--- config.mk ---
export PLATFORM = sky130hd
export DESIGN_NAME = i2s_panel_slicer_flat
export DESIGN_NICKNAME = d
export VERILOG_FILES = /design/src/rtl/i2s_panel_slicer_if.sv /design/src/rtl/i2s_panel_slicer.sv /design/src/flat_wrapper.sv
export SDC_FILE = /design/constraint.sdc
export NUM_CORES = 1
export LEC_CHECK = 0
export ABC_AREA = 1
export CAP_MARGIN = 20
export CORE_MARGIN = 2
export CORE_UTILIZATION = 39
export DETAILED_ROUTE_END_ITERATION = 16
export SLEW_MARGIN = 20
export SYNTH_ARGS = -nofsm -noshare
export SYNTH_HDL_FRONTEND = slang
export SYNTH_SLANG_ARGS = --single-unit
--- constraint.sdc ---
create_clock -name i2s_clk -period 8.2 [get_ports i2s_clk]
set_clock_uncertainty 0.1 [all_clocks]
set_input_delay 1.64 -clock i2s_clk [delete_from_list [all_inputs] [get_ports i2s_clk]]
set_output_delay 1.64 -clock i2s_clk [all_outputs]
set_load 0.02 [all_outputs]
--- src/rtl/i2s_panel_slicer_if.sv ---
// i2s_panel_slicer_if: LED panel output bundle driven by one slicer instance
interface i2s_panel_slicer_if #(parameter int CHAINS = 2, parameter int ROW_W = 6);
  logic [ROW_W-1:0]  row_num;
  logic [CHAINS-1:0] led_data;
  logic              led_clk;
  logic              led_lat;
  logic              led_oe;
  logic              addressed;
  modport master (output row_num, led_data, led_clk, led_lat, led_oe, addressed);
  modport slave  (input  row_num, led_data, led_clk, led_lat, led_oe, addressed);
endinterface

--- src/rtl/i2s_panel_slicer.sv ---
// i2s_panel_slicer: extracts this module's slot from a framed I2S stream and drives LED chains
module i2s_panel_slicer #(
  parameter int ADDR_W   = 4,
  parameter int ROW_W    = 6,
  parameter int CHAINS   = 2,
  parameter int PIX_BITS = 8
) (
  input  logic              i2s_clk,
  input  logic              rst_n,
  input  logic              i2s_data,
  input  logic [ADDR_W-1:0] addr_x,
  input  logic [ADDR_W-1:0] addr_y,
  i2s_panel_slicer_if.master led
);
  localparam int HDR_BITS  = 2*ADDR_W+2+ROW_W;
  localparam int SLOT_BITS = CHAINS*PIX_BITS;
  localparam int BW = $clog2(HDR_BITS > SLOT_BITS ? HDR_BITS : SLOT_BITS);
  localparam int GW = $clog2(CHAINS);
  localparam int SW = 2*ADDR_W;
  typedef enum logic {HDR, PAY} state_t;
  state_t            st;
  logic [HDR_BITS-2:0] hsr;
  logic [HDR_BITS-1:0] hdr_nx;
  logic [CHAINS-2:0] grp;
  logic [CHAINS-1:0] grp_nx;
  logic [BW-1:0]     bcnt;
  logic [GW-1:0]     gcnt;
  logic [SW-1:0]     slot, last_slot, own;
  logic [ADDR_W-1:0] nx, ny;
  logic [1:0]        mode;
  logic [ROW_W-1:0]  row;
  logic [3:0]        seq;
  logic              clk_p, slot_end, grp_end, own_act;
  always_comb begin
    hdr_nx   = {hsr, i2s_data};
    grp_nx   = {grp, i2s_data};
    nx       = hdr_nx[HDR_BITS-1 -: ADDR_W];
    ny       = hdr_nx[HDR_BITS-1-ADDR_W -: ADDR_W];
    slot_end = bcnt == BW'(SLOT_BITS-1);
    grp_end  = gcnt == GW'(CHAINS-1);
    own_act  = st == PAY && led.addressed && slot == own && !mode[1];
  end
  always_ff @(posedge i2s_clk or negedge rst_n) begin
    if (!rst_n) begin
      st            <= HDR;
      hsr           <= '0;
      grp           <= '0;
      bcnt          <= '0;
      gcnt          <= '0;
      slot          <= '0;
      last_slot     <= '0;
      own           <= '0;
      mode          <= '0;
      row           <= '0;
      seq           <= '0;
      clk_p         <= 1'b0;
      led.row_num   <= '0;
      led.led_data  <= '0;
      led.led_clk   <= 1'b0;
      led.led_lat   <= 1'b0;
      led.led_oe    <= 1'b1;
      led.addressed <= 1'b0;
    end else begin
      hsr         <= hdr_nx[HDR_BITS-2:0];
      grp         <= grp_nx[CHAINS-2:0];
      seq         <= {seq[2:0], 1'b0};
      clk_p       <= 1'b0;
      led.led_clk <= clk_p;
      led.led_lat <= seq[2] && mode == 2'b00;
      if (seq[1]) led.led_oe <= 1'b1;
      if (seq[2] && mode == 2'b00) led.row_num <= row;
      if (seq[3] && mode == 2'b00) led.led_oe <= 1'b0;
      if (st == HDR) begin
        gcnt <= '0;
        bcnt <= bcnt == BW'(HDR_BITS-1) ? '0 : bcnt + BW'(1);
        if (bcnt == BW'(HDR_BITS-1)) begin
          st            <= PAY;
          slot          <= '0;
          mode          <= hdr_nx[ROW_W+1:ROW_W];
          row           <= hdr_nx[ROW_W-1:0];
          last_slot     <= (SW'(nx) + SW'(1)) * (SW'(ny) + SW'(1)) - SW'(1);
          own           <= SW'(addr_y) * (SW'(nx) + SW'(1)) + SW'(addr_x);
          led.addressed <= addr_x <= nx && addr_y <= ny;
        end
      end else begin
        gcnt <= grp_end ? '0 : gcnt + GW'(1);
        bcnt <= slot_end ? '0 : bcnt + BW'(1);
        if (slot_end) slot <= slot + SW'(1);
        if (slot_end && slot == last_slot) st <= HDR;
        if (own_act && !mode[0] && grp_end) begin
          led.led_data <= grp_nx;
          clk_p        <= 1'b1;
        end
        if (own_act && slot_end) seq <= 4'b0001;
      end
    end
  end
endmodule

--- src/flat_wrapper.sv ---
// flat-port wrapper written by rule: the top's interface ports become plain ports
module i2s_panel_slicer_flat 
#(
  parameter int ADDR_W   = 4,
  parameter int ROW_W    = 6,
  parameter int CHAINS   = 2,
  parameter int PIX_BITS = 8
)
  (i2s_clk, rst_n, i2s_data, addr_x, addr_y, led_row_num, led_led_data, led_led_clk, led_led_lat, led_led_oe, led_addressed);
  i2s_panel_slicer_if #(.CHAINS(CHAINS), .ROW_W(ROW_W)) led_i ();
  input  logic i2s_clk;
  input  logic rst_n;
  input  logic i2s_data;
  input  logic [ADDR_W-1:0] addr_x;
  input  logic [ADDR_W-1:0] addr_y;
  output wire logic [$bits(led_i.row_num)-1:0] led_row_num;
  output wire logic [$bits(led_i.led_data)-1:0] led_led_data;
  output wire logic [$bits(led_i.led_clk)-1:0] led_led_clk;
  output wire logic [$bits(led_i.led_lat)-1:0] led_led_lat;
  output wire logic [$bits(led_i.led_oe)-1:0] led_led_oe;
  output wire logic [$bits(led_i.addressed)-1:0] led_addressed;
  assign led_row_num = led_i.row_num;
  assign led_led_data = led_i.led_data;
  assign led_led_clk = led_i.led_clk;
  assign led_led_lat = led_i.led_lat;
  assign led_led_oe = led_i.led_oe;
  assign led_addressed = led_i.addressed;
  i2s_panel_slicer #(.ADDR_W(ADDR_W), .ROW_W(ROW_W), .CHAINS(CHAINS), .PIX_BITS(PIX_BITS)) u_core (.i2s_clk(i2s_clk), .rst_n(rst_n), .i2s_data(i2s_data), .addr_x(addr_x), .addr_y(addr_y), .led(led_i));
endmodule
## Word-level counts from Yosys, hierarchy flattened

Index checks and enable logic that the tools add are counted.
Widths: inputs -> output; s select.

| storage, ports and cells | value |
|---|---|
| logic and storage cells | 64 |
| ROM bits | 0 |
| bits in writable memories | 0 |
| register bits | 71 |
| output and inout port bits | 12 |
| memories | 0 |
| latch bits | 0 |
| bits of input ports | 11 |

| operators by class | value |
|---|---|
| shifts and indexed selects | 0 |
| reduce and logical (&&, ||, !) cells | 16 |
| equality and inequality tests | 3 |
| div/mod/pow operators | 0 |
| $mul | 2 |
| add/subtract/negate cells | 7 |
| bitwise operators | 1 |
| magnitude comparators | 2 |
| mux-type cells | 15 |

Operators with widths:

| kind | count |
|---|---|
| $mux 8 | 3 |
| $eq 8x8->1 | 2 |
| $mux 4 | 3 |
| $add 4x1->5 const B | 2 |
| $logic_and 1x1->1 | 10 |
| $mux 1 | 9 |
| $add 8x1->8 const B | 1 |
| $add 8x4->8 | 1 |
| $le 4x4->1 | 2 |
| $mul 4x8->8 | 1 |
| $mul 8x8->8 | 1 |
| $sub 8x1->8 const B | 1 |
| $add 4x1->4 const B | 1 |
| $eq 4x4->1 const B | 1 |
| $reduce_and 2->1 | 2 |
| $logic_not 1->1 | 2 |
| $logic_not 2->1 | 1 |
| $reduce_bool 2->1 | 1 |
| $add 1x1->1 const B | 1 |
| $not 1->1 | 1 |

## Logic depth before layout (Yosys ltp)

| logic depth | value |
|---|---|
| depth after elaboration | 7 |
| mapped depth | 20 |

## Worst setup path before layout

No wires, ideal clock.

| timing path | value |
|---|---|
| kind | input to register |
| start | in addr_y[3] |
| end | reg u_core.own[6] |
| path slack | 3.623 ns |
| arrival | 4.360 ns |
| required time | 7.983 ns |
| path buffers | 0 |
| stages | 15 |
| cells stage by stage | nand2_1 fa_1 fa_1 fa_1 inv_1 ha_1 a21oi_1 nand2_1 nand2_1 nand2_1 nand2_1 nand2_1 or2_2 nand3_1 nand2_1 |

| between the ends | value |
|---|---|
| longest elaborated chain between the ends | 2 |

Ends and longest elaborated chain:

| element | RTL line | source |
|---|---|---|
| start, declared | flat_wrapper.sv:15 | `input logic [ADDR_W-1:0] addr_y;` |
| $mul 4x8->8 | i2s_panel_slicer.sv:82 | `own <= SW'(addr_y) * (SW'(nx) + SW'(1)) + SW'(addr_x);` |
| $add 8x4->8 | i2s_panel_slicer.sv:82 |  |
| end signal, assigned | i2s_panel_slicer.sv:82 |  |
| end, declared | i2s_panel_slicer.sv:28 | `logic [SW-1:0] slot, last_slot, own;` |

Every way passes these cells.
A chain may end at the register's enable or synchronous reset.

## Worst setup path after layout

Same ends and word-level chain as after synthesis.

==> qor.txt <==
Setup WS pre-CTS - 2.86 ns
clock-pin slew of the registers on the worst-case setup and hold paths - 0.06 ns
post-detail-place hpwl - 6680 um
maximum root-to-sink buffer count - 2
clk_lat worst skew - 0.33 ns
first-pass GRT wire length - 15800 um
RSZ-0062 raised after global routing - no
Vias - 3356
Crit Path Max Fanout - 4
commonest non-fill, non-tap cell in the layout - nand2_1
critical path startpoint category - input pin
commonest cells after routing, fill and taps aside - 151 x nand2_1, 88 x inv_1, 69 x dfrtp_1
Top Ports - 23
XOR/XNOR Fraction of Synth Area - 4.07%
r2r worst-path depth - 16
hold_buf cts - 0
Post-Synthesis Cells - 540
Ys Warns - 0
Post-Synth Adder-Cell Area - 20.2%
DR vias/cell - 4.71
hold_ws - 0.247 ns
antenna fix cells - 0
hold crit path type - flip-flop to flip-flop
Final WS setup - 3.24 ns
Routed WL - 8760 um
Total Routing Usage GR - 15.6%
post-layout min period - 4.96 ns
Power Density - 216 nW/um^2
setup tns final - 0 ns
width of the die - 112 um
post-CTS setup buffers - 0
Post-CTS Resized - 0
final slew viol count - 0
number of buffers created by CTS - 9
outcome - complete, no violations
VDD IR max - 0.000136 V
CP Capture Type - flip-flop
compound-gate portion of the synthesized area - 4.04%
area grow syn2layout - 14.3%
Worst Path Arrival - 5.09 ns
largest family of logic cells by synthesized area - simple AND/OR/NAND/NOR gates
share of layout cells above drive strength 1 - 7.37%
FP Rows - 39
Hold Path Stages - 0
setup violators final - 0
final hold viol count - 0
Avg Inst Size Synth - 8.38 um^2
pin count of the biggest net entering global routing - 71
die height - 112 um
CTS H-tree lvls - 3
initial core utilization - 39.8%
Max Freq - 0.202 GHz
Die ar. - 12500 um^2
Final ANT Viol Nets - 0
Synthesized Nets - 612
Final nets - 637
FF+latch count, synth - 70
TritonCTS clock tree - built
FILL cells - 1140
CP required - 8.33 ns
DRT Pass-1 Iters - 4
critical setup path kind - input pin to flip-flop
relative slew slack - 40.7%
mux cell area share after synthesis - 0%
Port Buffer Count - 22
Leak - 2.72 nW
Core Region - 11400 um^2
routed len/inst - 12.3 um
initial detailed-routing violation count - 114
crit share post-route - 60.5%
sinks on the clock net - 70
vias in the first global route - 3373
worst slew pin tran - 0.889 ns
Root Buffer Master - clkbuf_16
Max-Cap Viols - 0
gr ovfl total - 0
initial antenna violation count - 0
Synth cell types - 33
synthesized area - 4520 um^2
Placer Congestion - 0.834
sequential-to-total area share from yosys stat - 38.7%
DRC Markers - 0
simple-gate share of the synthesized area - 24.1%
[final cells by class]
| type | instances | area (um^2) | share of cell area (%) |
|---|---|---|---|
| inverters | 93 | 350 | 6.77 |
| well taps | 143 | 179 | 3.46 |
| multi-input cells | 367 | 2370 | 45.8 |
| flip-flops and latches | 70 | 1750 | 33.9 |
| repair buffers | 24 | 230 | 4.45 |
| clock inverters | 5 | 58.8 | 1.14 |
| clock buffers | 11 | 233 | 4.50 |
[where the power goes]
group	total (W)	switching, W	internal [W]
Combinational	0.000317	0.000181	0.000136
Clock	0.000379	0.000144	0.000236
Sequential	0.000418	0.0000330	0.000385
Total	0.00111	0.000358	0.000757
[cell usage after synthesis]
cell type  instances  area [um^2]
a21oi_1           12         60.1
a31oi_1            2         12.5
a32oi_1            1         8.76
and3_1             1         6.26
buf_2              4         20.0
buf_6              1         11.3
clkbuf_1           3         11.3
clkbuf_2           2         10.0
clkinv_2           1         5.00
dfrtp_1           69         1730
dfstp_2            1         26.3
fa_1              20          400
ha_1              41          513
inv_1             88          330
inv_2              4         15.0
nand2_1          151          567
nand2_2            1         6.26
nand3_1           27          135
nand3_2            4         40.0
nand4_1            8         50.1
nor2_1            38          143
nor2_2             2         12.5
nor2_4             1         11.3
nor3_1             5         25.0
nor3_2             2         20.0
nor3_4             1         16.3
nor4_1             1         6.26
o21ai_0           16         80.1
o21ai_1            3         15.0
o22ai_1            1         6.26
or2_2              8         50.1
xnor2_1           11         96.3
xor2_1            10         87.6
[path summary, 6_finish.rpt]
path | startpoint | endpoint | slack [ns]
setup / recovery | addr_y[3] | u_core.own[6]$_DFFE_PN0P_ | 3.24
hold / removal | u_core.clk_p$_DFF_PN0_ | u_core.led.led_clk$_DFF_PN0_ | 0.25
setup reg to reg | u_core.hsr[11]$_DFF_PN0_ | u_core.last_slot[7]$_DFFE_PN0P_ | 3.72
hold reg to reg | u_core.clk_p$_DFF_PN0_ | u_core.led.led_clk$_DFF_PN0_ | 0.25
max in group asynchronous | rst_n | u_core.led.led_clk$_DFF_PN0_ | 6.01
min in group asynchronous | rst_n | u_core.gcnt$_DFF_PN0_ | 1.40
[flip-flops by register name, indices dropped and copies added (netlist names)]
name,flops
u_core.bcnt,4
u_core.clk_p,1
u_core.gcnt,1
u_core.hsr,15
u_core.last_slot,8
u_core.led.addressed,1
u_core.led.led_clk,1
u_core.led.led_data,2
u_core.led.led_lat,1
u_core.led.led_oe,1
u_core.led.row_num,6
u_core.mode,2
u_core.own,8
u_core.row,6
u_core.seq,4
u_core.slot,8
u_core.st,1
[layer usage]
metal	track usage (%)	wire length [um]	share of wire, %
met3	2.94	197	2.2
met1	20.7	4240	48
met4	5.76	165	1.9
met2	25.5	4150	47
met5	0	0	0
[cell families (layout without fill, tap and decap cells)]
logic type | after synthesis | count (layout)
AND/OR/NAND/NOR | 250 | 250
XOR/XNOR | 21 | 21
adder cells (fa/ha/maj) | 61 | 61
buffers and inverters | 103 | 133
flip-flops | 70 | 70
AO/OA/AOI/OAI | 35 | 35
[metrics by stage]
stage                     cell area, um^2  cells  util [%]  power [W]
after floorplan                      4520    540         -   0.000661
after global placement               4880    697      42.9   0.000732
after detailed placement             4880    697      42.9   0.000744
after CTS                            5170    713      45.5    0.00113
after global routing                 5170    713      45.5    0.00120
final                                5170    713      45.5    0.00111
[worst max-delay path, cell delays in order]
cell and delay, ns:
clkdlybuf4s50_1 0.54, nand2_1 0.11, fa_1 0.52, fa_1 0.52, fa_1 0.52, inv_1 0.04, ha_1 0.34, a21oi_1 0.16
nand2_1 0.08, nand2_1 0.08, nand2_1 0.05, nand2_1 0.05, nand2_1 0.05, or2_2 0.27, nand3_1 0.07, nand2_1 0.05
Power figures use the tool's default switching activity.
